--- src/rtl/instr_encode_loader.sv ---
// Encodes symbolic MIPS instruction descriptors into 32-bit words and streams them into instruction memory.
// Build with LOADER_CHECKSUM_EN defined to get a running XOR of written words on checksum.
module instr_encode_loader #(
    parameter int          ADDR_W    = 10,
    parameter logic [31:0] BASE_ADDR = 32'h0000_3000
) (
    input  logic              clk,
    input  logic              reset,
    input  logic              start,
    input  logic              in_valid,
    output logic              in_ready,
    input  logic [3:0]        kind,
    input  logic [4:0]        rs,
    input  logic [4:0]        rt,
    input  logic [4:0]        rd,
    input  logic [15:0]       imm16,
    input  logic [25:0]       target26,
    input  logic              last,
    output logic              im_we,
    output logic [ADDR_W-1:0] im_addr,
    output logic [31:0]       im_wdata,
    output logic [ADDR_W:0]   count,
    output logic              cpu_hold,
    output logic              done,
    output logic              err,
    output logic              full,
    output logic [31:0]       pc_base,
    output logic [31:0]       checksum
);

    typedef enum logic [1:0] {
        S_IDLE,
        S_LOAD,
        S_WRITE,
        S_DONE
    } state_t;

    localparam logic [ADDR_W:0]   COUNT_MAX = {1'b1, {ADDR_W{1'b0}}};
    localparam logic [ADDR_W-1:0] ADDR_LAST = {ADDR_W{1'b1}};

    state_t            state_q, state_d;
    logic [ADDR_W-1:0] addr_q, addr_d;
    logic [31:0]       wdata_q, wdata_d;
    logic [ADDR_W:0]   count_q, count_d;
    logic              err_q, err_d;
    logic              full_q, full_d;
    logic              last_q, last_d;

    logic [31:0]       enc_word;
    logic              enc_legal;

    always_comb begin
        enc_word  = 32'h0;
        enc_legal = 1'b1;
        case (kind)
            4'd0:    enc_word = {6'b000000, rs, rt, rd, 5'b00000, 6'b100001};
            4'd1:    enc_word = {6'b000000, rs, rt, rd, 5'b00000, 6'b100011};
            4'd2:    enc_word = {6'b000000, rs, 5'b00000, 5'b00000, 5'b00000, 6'b001000};
            4'd3:    enc_word = {6'b000100, rs, rt, imm16};
            4'd4:    enc_word = {6'b001111, 5'b00000, rt, imm16};
            4'd5:    enc_word = {6'b100011, rs, rt, imm16};
            4'd6:    enc_word = {6'b001101, rs, rt, imm16};
            4'd7:    enc_word = {6'b101011, rs, rt, imm16};
            4'd8:    enc_word = {6'b000010, target26};
            4'd9:    enc_word = {6'b000011, target26};
            4'd10:   enc_word = {6'b000000, rs, rt, rd, 5'b00000, 6'b100110};
            4'd11:   enc_word = {6'b111111, rs, rt, imm16};
            default: enc_legal = 1'b0;
        endcase
    end

    // start overrides every state, including a WRITE in flight.
    always_comb begin
        state_d = state_q;
        addr_d  = addr_q;
        wdata_d = wdata_q;
        count_d = count_q;
        err_d   = err_q;
        full_d  = full_q;
        last_d  = last_q;
        if (start) begin
            state_d = S_LOAD;
            addr_d  = '0;
            count_d = '0;
            err_d   = 1'b0;
            full_d  = 1'b0;
            last_d  = 1'b0;
        end else begin
            case (state_q)
                S_LOAD: begin
                    if (in_valid) begin
                        if (enc_legal) begin
                            wdata_d = enc_word;
                            last_d  = last;
                            state_d = S_WRITE;
                        end else begin
                            err_d = 1'b1;
                            if (last) begin
                                state_d = S_DONE;
                            end
                        end
                    end
                end
                S_WRITE: begin
                    addr_d = addr_q + 1'b1;
                    if (count_q != COUNT_MAX) begin
                        count_d = count_q + 1'b1;
                    end
                    if (last_q) begin
                        state_d = S_DONE;
                    end else if (addr_q == ADDR_LAST) begin
                        full_d  = 1'b1;
                        state_d = S_DONE;
                    end else begin
                        state_d = S_LOAD;
                    end
                end
                default: ;
            endcase
        end
    end

    always_ff @(posedge clk or posedge reset) begin
        if (reset) begin
            state_q <= S_IDLE;
            addr_q  <= '0;
            wdata_q <= 32'h0;
            count_q <= '0;
            err_q   <= 1'b0;
            full_q  <= 1'b0;
            last_q  <= 1'b0;
        end else begin
            state_q <= state_d;
            addr_q  <= addr_d;
            wdata_q <= wdata_d;
            count_q <= count_d;
            err_q   <= err_d;
            full_q  <= full_d;
            last_q  <= last_d;
        end
    end

`ifdef LOADER_CHECKSUM_EN
    logic [31:0] csum_q, csum_d;

    always_comb begin
        csum_d = csum_q;
        if (start) begin
            csum_d = 32'h0;
        end else if (state_q == S_WRITE) begin
            csum_d = csum_q ^ wdata_q;
        end
    end

    always_ff @(posedge clk or posedge reset) begin
        if (reset) begin
            csum_q <= 32'h0;
        end else begin
            csum_q <= csum_d;
        end
    end

    assign checksum = csum_q;
`else
    assign checksum = 32'h0;
`endif

    // Strobes decode straight from the state register so an async reset drops im_we at once.
    assign im_we    = (state_q == S_WRITE);
    assign in_ready = (state_q == S_LOAD) && !start;
    assign cpu_hold = (state_q != S_DONE);
    assign done     = (state_q == S_DONE);
    assign im_addr  = addr_q;
    assign im_wdata = wdata_q;
    assign count    = count_q;
    assign err      = err_q;
    assign full     = full_q;
    assign pc_base  = BASE_ADDR;

endmodule

--- config.mk ---
export PLATFORM = sky130hd
export DESIGN_NAME = instr_encode_loader
export DESIGN_NICKNAME = d
export VERILOG_FILES = /design/src/rtl/instr_encode_loader.sv
export SDC_FILE = /design/constraint.sdc
export NUM_CORES = 1
export LEC_CHECK = 0
export CORE_UTILIZATION = 35
export CTS_BUF_LIST = sky130_fd_sc_hd__clkbuf_8
export DETAILED_ROUTE_END_ITERATION = 7
export PLACE_DENSITY = 0.76
export SYNTH_ARGS = -nofsm -noshare
export SYNTH_HDL_FRONTEND = slang
export SYNTH_SLANG_ARGS = --single-unit
--- constraint.sdc ---
create_clock -name clk -period 1.67 [get_ports clk]
set_input_delay 0.2505 -clock clk [delete_from_list [all_inputs] [get_ports clk]]
set_output_delay 0.2505 -clock clk [all_outputs]
set_load 0.02 [all_outputs]
==> results of run 1 <==
-- layout make-up --
class | count | area (um2) | area share, %
clock buffer | 9 | 123.9 | 2.375
inverter | 13 | 52.55 | 1.007
clock inverter | 7 | 125.1 | 2.399
multi-input combinational | 303 | 1709 | 32.77
tap | 133 | 166.4 | 3.190
timing repair buffer | 160 | 1585 | 30.39
sequential | 58 | 1454 | 27.87
-- power by group --
part           switching [mW]  internal [mW]  leakage, nW
logic                   0.840          0.744         1.54
clock network           0.613           1.00        0.124
registers               0.128           1.63        0.735
-- synthesized netlist by cell type, drive strengths merged (2+ instances only) --
| master | count |
|---|---|
| o21ai | 17 |
| a2bb2oi | 5 |
| dfrtp | 58 |
| nand4 | 3 |
| a32oi | 11 |
| nand3b | 2 |
| conb | 2 |
| and4 | 2 |
| nand2 | 30 |
| o2111ai | 2 |
| ha | 3 |
| a221oi | 13 |
| nand3 | 7 |
| nor2 | 56 |
| and3 | 5 |
| nor4 | 2 |
| nor2b | 4 |
| xor2 | 7 |
| a21oi | 27 |
| buf | 79 |
| a31oi | 2 |
| o31ai | 2 |
| inv | 13 |
| xnor2 | 8 |
| a2111oi | 2 |
| nand2b | 3 |
| clkbuf | 6 |
| or3 | 3 |
| nor3 | 5 |
-- logic make-up (layout without fill, tap and decap cells) --
kind of cell,count (synthesis),after routing,share of synthesized area (%)
flip-flops,58,58,40.59
multiplexers,2,2,0.5948
adder cells (fa/ha/maj),3,3,1.050
buffers and inverters,98,189,18.37
AO/OA/AOI/OAI,91,91,18.40
XOR/XNOR,15,15,3.674
AND/OR/NAND/NOR,128,128,17.11
other,2,64,0.2100
-- timing repair --
item / in CTS / in global routing
pin swaps: 0 / 0
gates resized for setup: 15 / 11
setup endpoints to repair: 14 / 13
endpoints found under the hold margin: 0 / 0
buffers inserted: 0 / 1
-- through the flow --
step                      instance area (um2)  utilization, %  total power [mW]
after CTS                                5182           52.78             5.012
final                                    5216           53.12             4.955
after floorplan                          3812               -             2.682
after global routing                     5216           53.12             5.214
after detailed placement                 4950           50.41             3.379
after global placement                   4950           50.41             3.351
-- worst paths after layout --
kind / start / endpoint / slack (ps)
setup / recovery: kind[1] / im_wdata[18] / 50
hold / removal: reset / im_wdata[5] / 340
setup reg to reg: state_q[0] / count[10] / 130
hold reg to reg: im_wdata[29] / im_wdata[29] / 480
max in group asynchronous: reset / count[0] / 1050
min in group clk: im_wdata[29] / im_wdata[29] / 480
-- routing by layer --
metal | part of all wire, % | global-route usage (%) | up-vias
li1 | - | - | 1556
met1 | 41 | 21.50 | 1529
met2 | 50 | 29.08 | 152
met3 | 8.0 | 4.475 | 10
met4 | 1.1 | 5.634 | 0
met5 | 0 | 0 | -
-- registers in the layout (all words and copies together) (netlist names) --
name,cells
last_q,1
full,1
state_q,2
im_addr,10
im_wdata,32
count,11
err,1
-- cell usage in the layout, fill, tap and decap left out, types with 7 or more instances in the layout --
master,count
conb_1,64
nand2_1,30
xnor2_1,8
a32oi_1,11
o21ai_0,16
a221oi_1,13
inv_1,11
clkdlybuf4s50_1,105
clkbuf_8,9
xor2_1,7
dlygate4sd2_1,11
nor2_1,56
a21oi_1,27
buf_4,30
dfrtp_1,56
-- worst reg2reg max path: stages (launching register included) --
cell and delay (ps):
dfrtp_1 420, buf_4 160, nand3b_1 280, nor4_2 360
xnor2_1 160, nor2_1 50
==> impl_metrics.json, run 1 <==
{
  "worst_pin_slew_ps": 520.0,
  "design.die.area_um2": 10630,
  "cts_made_buffers": 9,
  "drv_cap": 0,
  "max_stage_delay_ps": 630,
  "synth_top_area_share_pct": 40.59,
  "cp_top_family": "buffers and inverters",
  "required_ps": 1940,
  "cts.path.max_buffers": 2,
  "yosysUniqueCellTypes": 55,
  "arrival_ps": 1890,
  "synthArstFlopShare_pct": 100.0,
  "grt.total_usage_pct": 17.24,
  "drc_errors": 0,
  "path_depth": 5,
  "ys_seq_elements": 58,
  "crit_fanout": 8,
  "finalHoldViolCount": 0,
  "syn_inst": 397,
  "grt_pass1_wl_um": 14060,
  "row_count": 36,
  "dpl.hpwl_um": 7024,
  "hold_class": "in -> async",
  "skew_ps": 12.76,
  "yosysTopAreaCell": "dfrtp_1",
  "nFillCells": 952,
  "rr_worst_depth": 5,
  "syn-mean-instance-area_um2": 9.007,
  "clk_pin_slew_ps": 70,
  "vias_per_cell": 4.754,
  "portBuffers": 124,
  "holdWs_ps": 337.3,
  "yosysSeqAreaShare_pct": 40.59,
  "wl_um": 9405,
  "powerDensity_nw_per_um2": 949.9,
  "diodes": 0,
  "finalNetCount": 614,
  "dieWidth_um": 103.1,
  "dp_slack_ps": -252.4,
  "wl_per_cell_um": 13.77,
  "drive_above_1_share_pct": 12.00,
  "synth_enable_flop_cells": 0,
  "overflow": 0,
  "synthTopCellsByArea": "dfrtp_1, buf_4, nor2_1",
  "yosysWarnings": 0,
  "syn_area_um2": 3576,
  "path_cells": "clkdlybuf4s50_1, and2b_1, mux2i_1, a221oi_1, nor2_1",
  "run_status": "completed",
  "finalNonFillerCells": 683,
  "cp_slowest_cell": "clkdlybuf4s50_1",
  "ir_drop_mv": 0.4259,
  "tns_ps": 0,
  "ctsHoldBuffers": 0,
  "worstSetupEndpointType": "flip-flop",
  "grt_pass1_vias": 2986,
  "vias": 3247,
  "core_um2": 9819,
  "h-tree-depth": 3,
  "critical_path_class": "in -> reg",
  "synth_flop_cell": "dfrtp_1",
  "fmaxAchievable_mhz": 617.4,
  "p_leak_nw": 2.397,
  "slew_viol_final": 0,
  "antenna_found_initial": 0,
  "clock-sinks": 58,
  "period_minus_slack_ps": 1620,
  "min_period_over_period_pct": 96.99,
  "clk_root_buffer_cell": "clkbuf_8",
  "area_growth_pct": 45.87,
  "grt_start_max_net_pins": 59,
  "place_inst": 666,
  "die_h_um": 103.1,
  "setup_viol": 0,
  "start_util_pct": 36.42,
  "finalWorstSetupSlack_ps": 50.23,
  "drt_iter0_drc": 137,
  "slew_headroom_pct": 64.34,
  "cp-start-kind": "primary input",
  "cts_tree": "built",
  "antenna_left": 0,
  "first_pass_iters": 4,
  "critical_path_buf_inv_count": 1,
  "num_io_pins": 189,
  "place.gp.congestion": 0.9311,
  "clock_latency_ps": 340
}
No activity file was read; power rests on OpenSTA's default activity.
==> run 2: changes to the inputs <==
Settings changed: HOLD_SLACK_MARGIN set to 0.1.
==> results of run 2 <==
Same layout as run 1: the final DEF is identical, and so are final timing and power.
==> run 3: changes to the inputs <==
Settings changed: ABC_AREA set to 1, PLACE_DENSITY 0.76 to 0.75.
==> impl_metrics.json, run 3 <==
{
  "run_status": "completed",
  "diodes": 0,
  "period_minus_slack_ps": 1602,
  "row_count": 36,
  "h-tree-depth": 3,
  "skew_ps": 7.423,
  "yosysUniqueCellTypes": 35,
  "design.die.area_um2": 10650,
  "synth_common_cells": "nand2_1, buf_4, dfrtp_1",
  "dieWidth_um": 103.2,
  "vias": 3438,
  "cp_top_family": "buffers and inverters",
  "portBuffers": 124,
  "min_period_over_period_pct": 95.93,
  "drc_errors": 0,
  "dpl.hpwl_um": 6873,
  "ir_drop_mv": 0.6559,
  "antenna_found_initial": 0,
  "powerDensity_nw_per_um2": 998.2,
  "wl_per_cell_um": 11.83,
  "syn_inst": 482,
  "first_pass_iters": 4,
  "drt_iter0_drc": 78,
  "finalNonFillerCells": 770,
  "grt_setup_unrepaired": "no",
  "largest_reg_flops": 32,
  "rr_worst_depth": 8,
  "drive_above_1_share_pct": 9.733,
  "core_um2": 9864,
  "required_ps": 1420,
  "final_cell_mix": "nand2_1, clkdlybuf4s50_1, conb_1",
  "yosysWarnings": 0,
  "clk_pin_slew_ps": 60,
  "r2r-end": "im_wdata[1]",
  "overflow": 0,
  "ctsHoldBuffers": 0,
  "max_stage_delay_ps": 620,
  "cts.path.max_buffers": 2,
  "grt.total_usage_pct": 17.97,
  "grt_pass1_vias": 3301,
  "critical_path_buf_inv_count": 1,
  "rr_startpoint": "state_q[1]",
  "synthTopCellsByArea": "dfrtp_1, buf_4, nand2_1",
  "p_leak_nw": 2.614,
  "path_cells": "clkdlybuf4s50_1",
  "clock-sinks": 58,
  "wl_um": 9109,
  "place_inst": 755,
  "ys_seq_elements": 58,
  "hold_class": "in -> async",
  "cp_slowest_cell": "clkdlybuf4s50_1",
  "synth_most_common_cell": "nand2_1",
  "synth_top_area_share_pct": 40.47,
  "dpl-instance-area_um2": 4980,
  "synthArstFlopShare_pct": 100.0,
  "cp-start-kind": "flip-flop",
  "syn-mean-instance-area_um2": 7.440,
  "cts_made_buffers": 9,
  "grt_start_max_net_pins": 59,
  "syn_area_um2": 3586,
  "drv_cap": 0,
  "r2r_slack_ps": 140,
  "clock_latency_ps": 330,
  "layout_commonest_cell": "nand2_1",
  "setup_viol": 0,
  "synth_flop_cell": "dfrtp_1",
  "yosysSeqAreaShare_pct": 40.47,
  "worstSetupEndpointType": "primary output",
  "cts_tree": "built",
  "slew_viol_final": 0,
  "arrival_ps": 1350,
  "num_io_pins": 189,
  "clk_root_buffer_cell": "clkbuf_8",
  "crit_fanout": 4,
  "antenna_left": 0,
  "finalHoldViolCount": 0,
  "dp_slack_ps": -129.8,
  "fmaxAchievable_mhz": 624.2,
  "power_mw": 5.180,
  "finalNetCount": 702,
  "yosysTopAreaCell": "dfrtp_1",
  "die_h_um": 103.2,
  "vias_per_cell": 4.465,
  "critical_path_class": "reg -> out",
  "grt_pass1_wl_um": 14770,
  "finalWorstSetupSlack_ps": 67.99,
  "start_util_pct": 36.35,
  "place.gp.congestion": 0.8607,
  "final_area_um2": 5189,
  "tns_ps": 0,
  "synth_enable_flop_cells": 0,
  "area_growth_pct": 44.70
}
==> run 3: cell types whose count changed in the layout (fill, tap and decap cells not counted), moves of 9 or more <==
cell	previous run	this run
a21oi_1	27	36
a221oi_1	13	0
a32oi_1	11	0
inv_1	11	46
nand2_1	30	115
nand3_1	6	26
==> run 3: cell families (layout without fill, tap and decap cells) <==
family	count (synthesis)	after routing	synth area share [%]
adder cells (fa/ha/maj)	3	3	1.047
flip-flops	58	58	40.47
other	2	64	0.2094
AO/OA/AOI/OAI	80	80	12.84
buffers and inverters	127	220	20.62
AND/OR/NAND/NOR	209	209	24.08
XOR/XNOR	3	3	0.7329
==> run 3: routing by layer <==
metal | GRT usage (%) | share of wire [%] | vias up
met5 | 0 | 0 | -
met4 | 5.850 | 0.50 | 0
met3 | 5.511 | 6.9 | 6
met2 | 32.51 | 51 | 141
met1 | 20.12 | 41 | 1573
li1 | - | - | 1718
==> run 3: area by class of cell <==
cell class / instances / area, um2
Clock buffer: 12 / 165.2
Timing Repair Buffer: 155 / 1535
Fill cell: 915 / 4676
Sequential cell: 58 / 1453
Clock inverter: 3 / 38.79
Multi-Input combinational cell: 359 / 1637
Tap cell: 133 / 166.4
Inverter: 50 / 193.9
==> run 3: what timing repair did <==
action                     4_1_cts  5_1_grt
setup buffers                    0        0
resized for setup               14       11
setup endpoints to repair       14       13
==> run 3: where the power goes <==
group          internal, mW  total, mW  switching (mW)
combinational         0.900       1.95            1.05
clock                 0.796       1.35           0.550
sequential             1.70       1.89           0.186
==> run 3: per-stage QoR <==
step | hold WS [ps] | utilization, %
floorplan | 316.9 | -
global placement | 468.6 | 50.48
detailed placement | 472.4 | 50.48
CTS | 352.9 | 52.37
global route | 363.7 | 52.60
finish | 329.9 | 52.60
==> run 3: how the worst max path moves through the flow <==
stage | startpoint | to | slack, ps | cells past startpoint
2_1_floorplan | count[0] | count[7] | 90 | 9
6_report | im_addr[1] | im_addr[1] | 70 | 1
4_1_cts | count[9] | count[9] | 8 | 1
5_1_grt | im_addr[1] | im_addr[1] | 2 | 1
3_3_place_gp | kind[3] | im_wdata[2] | -100 | 7
3_5_place_dp | kind[3] | im_wdata[1] | -130 | 8
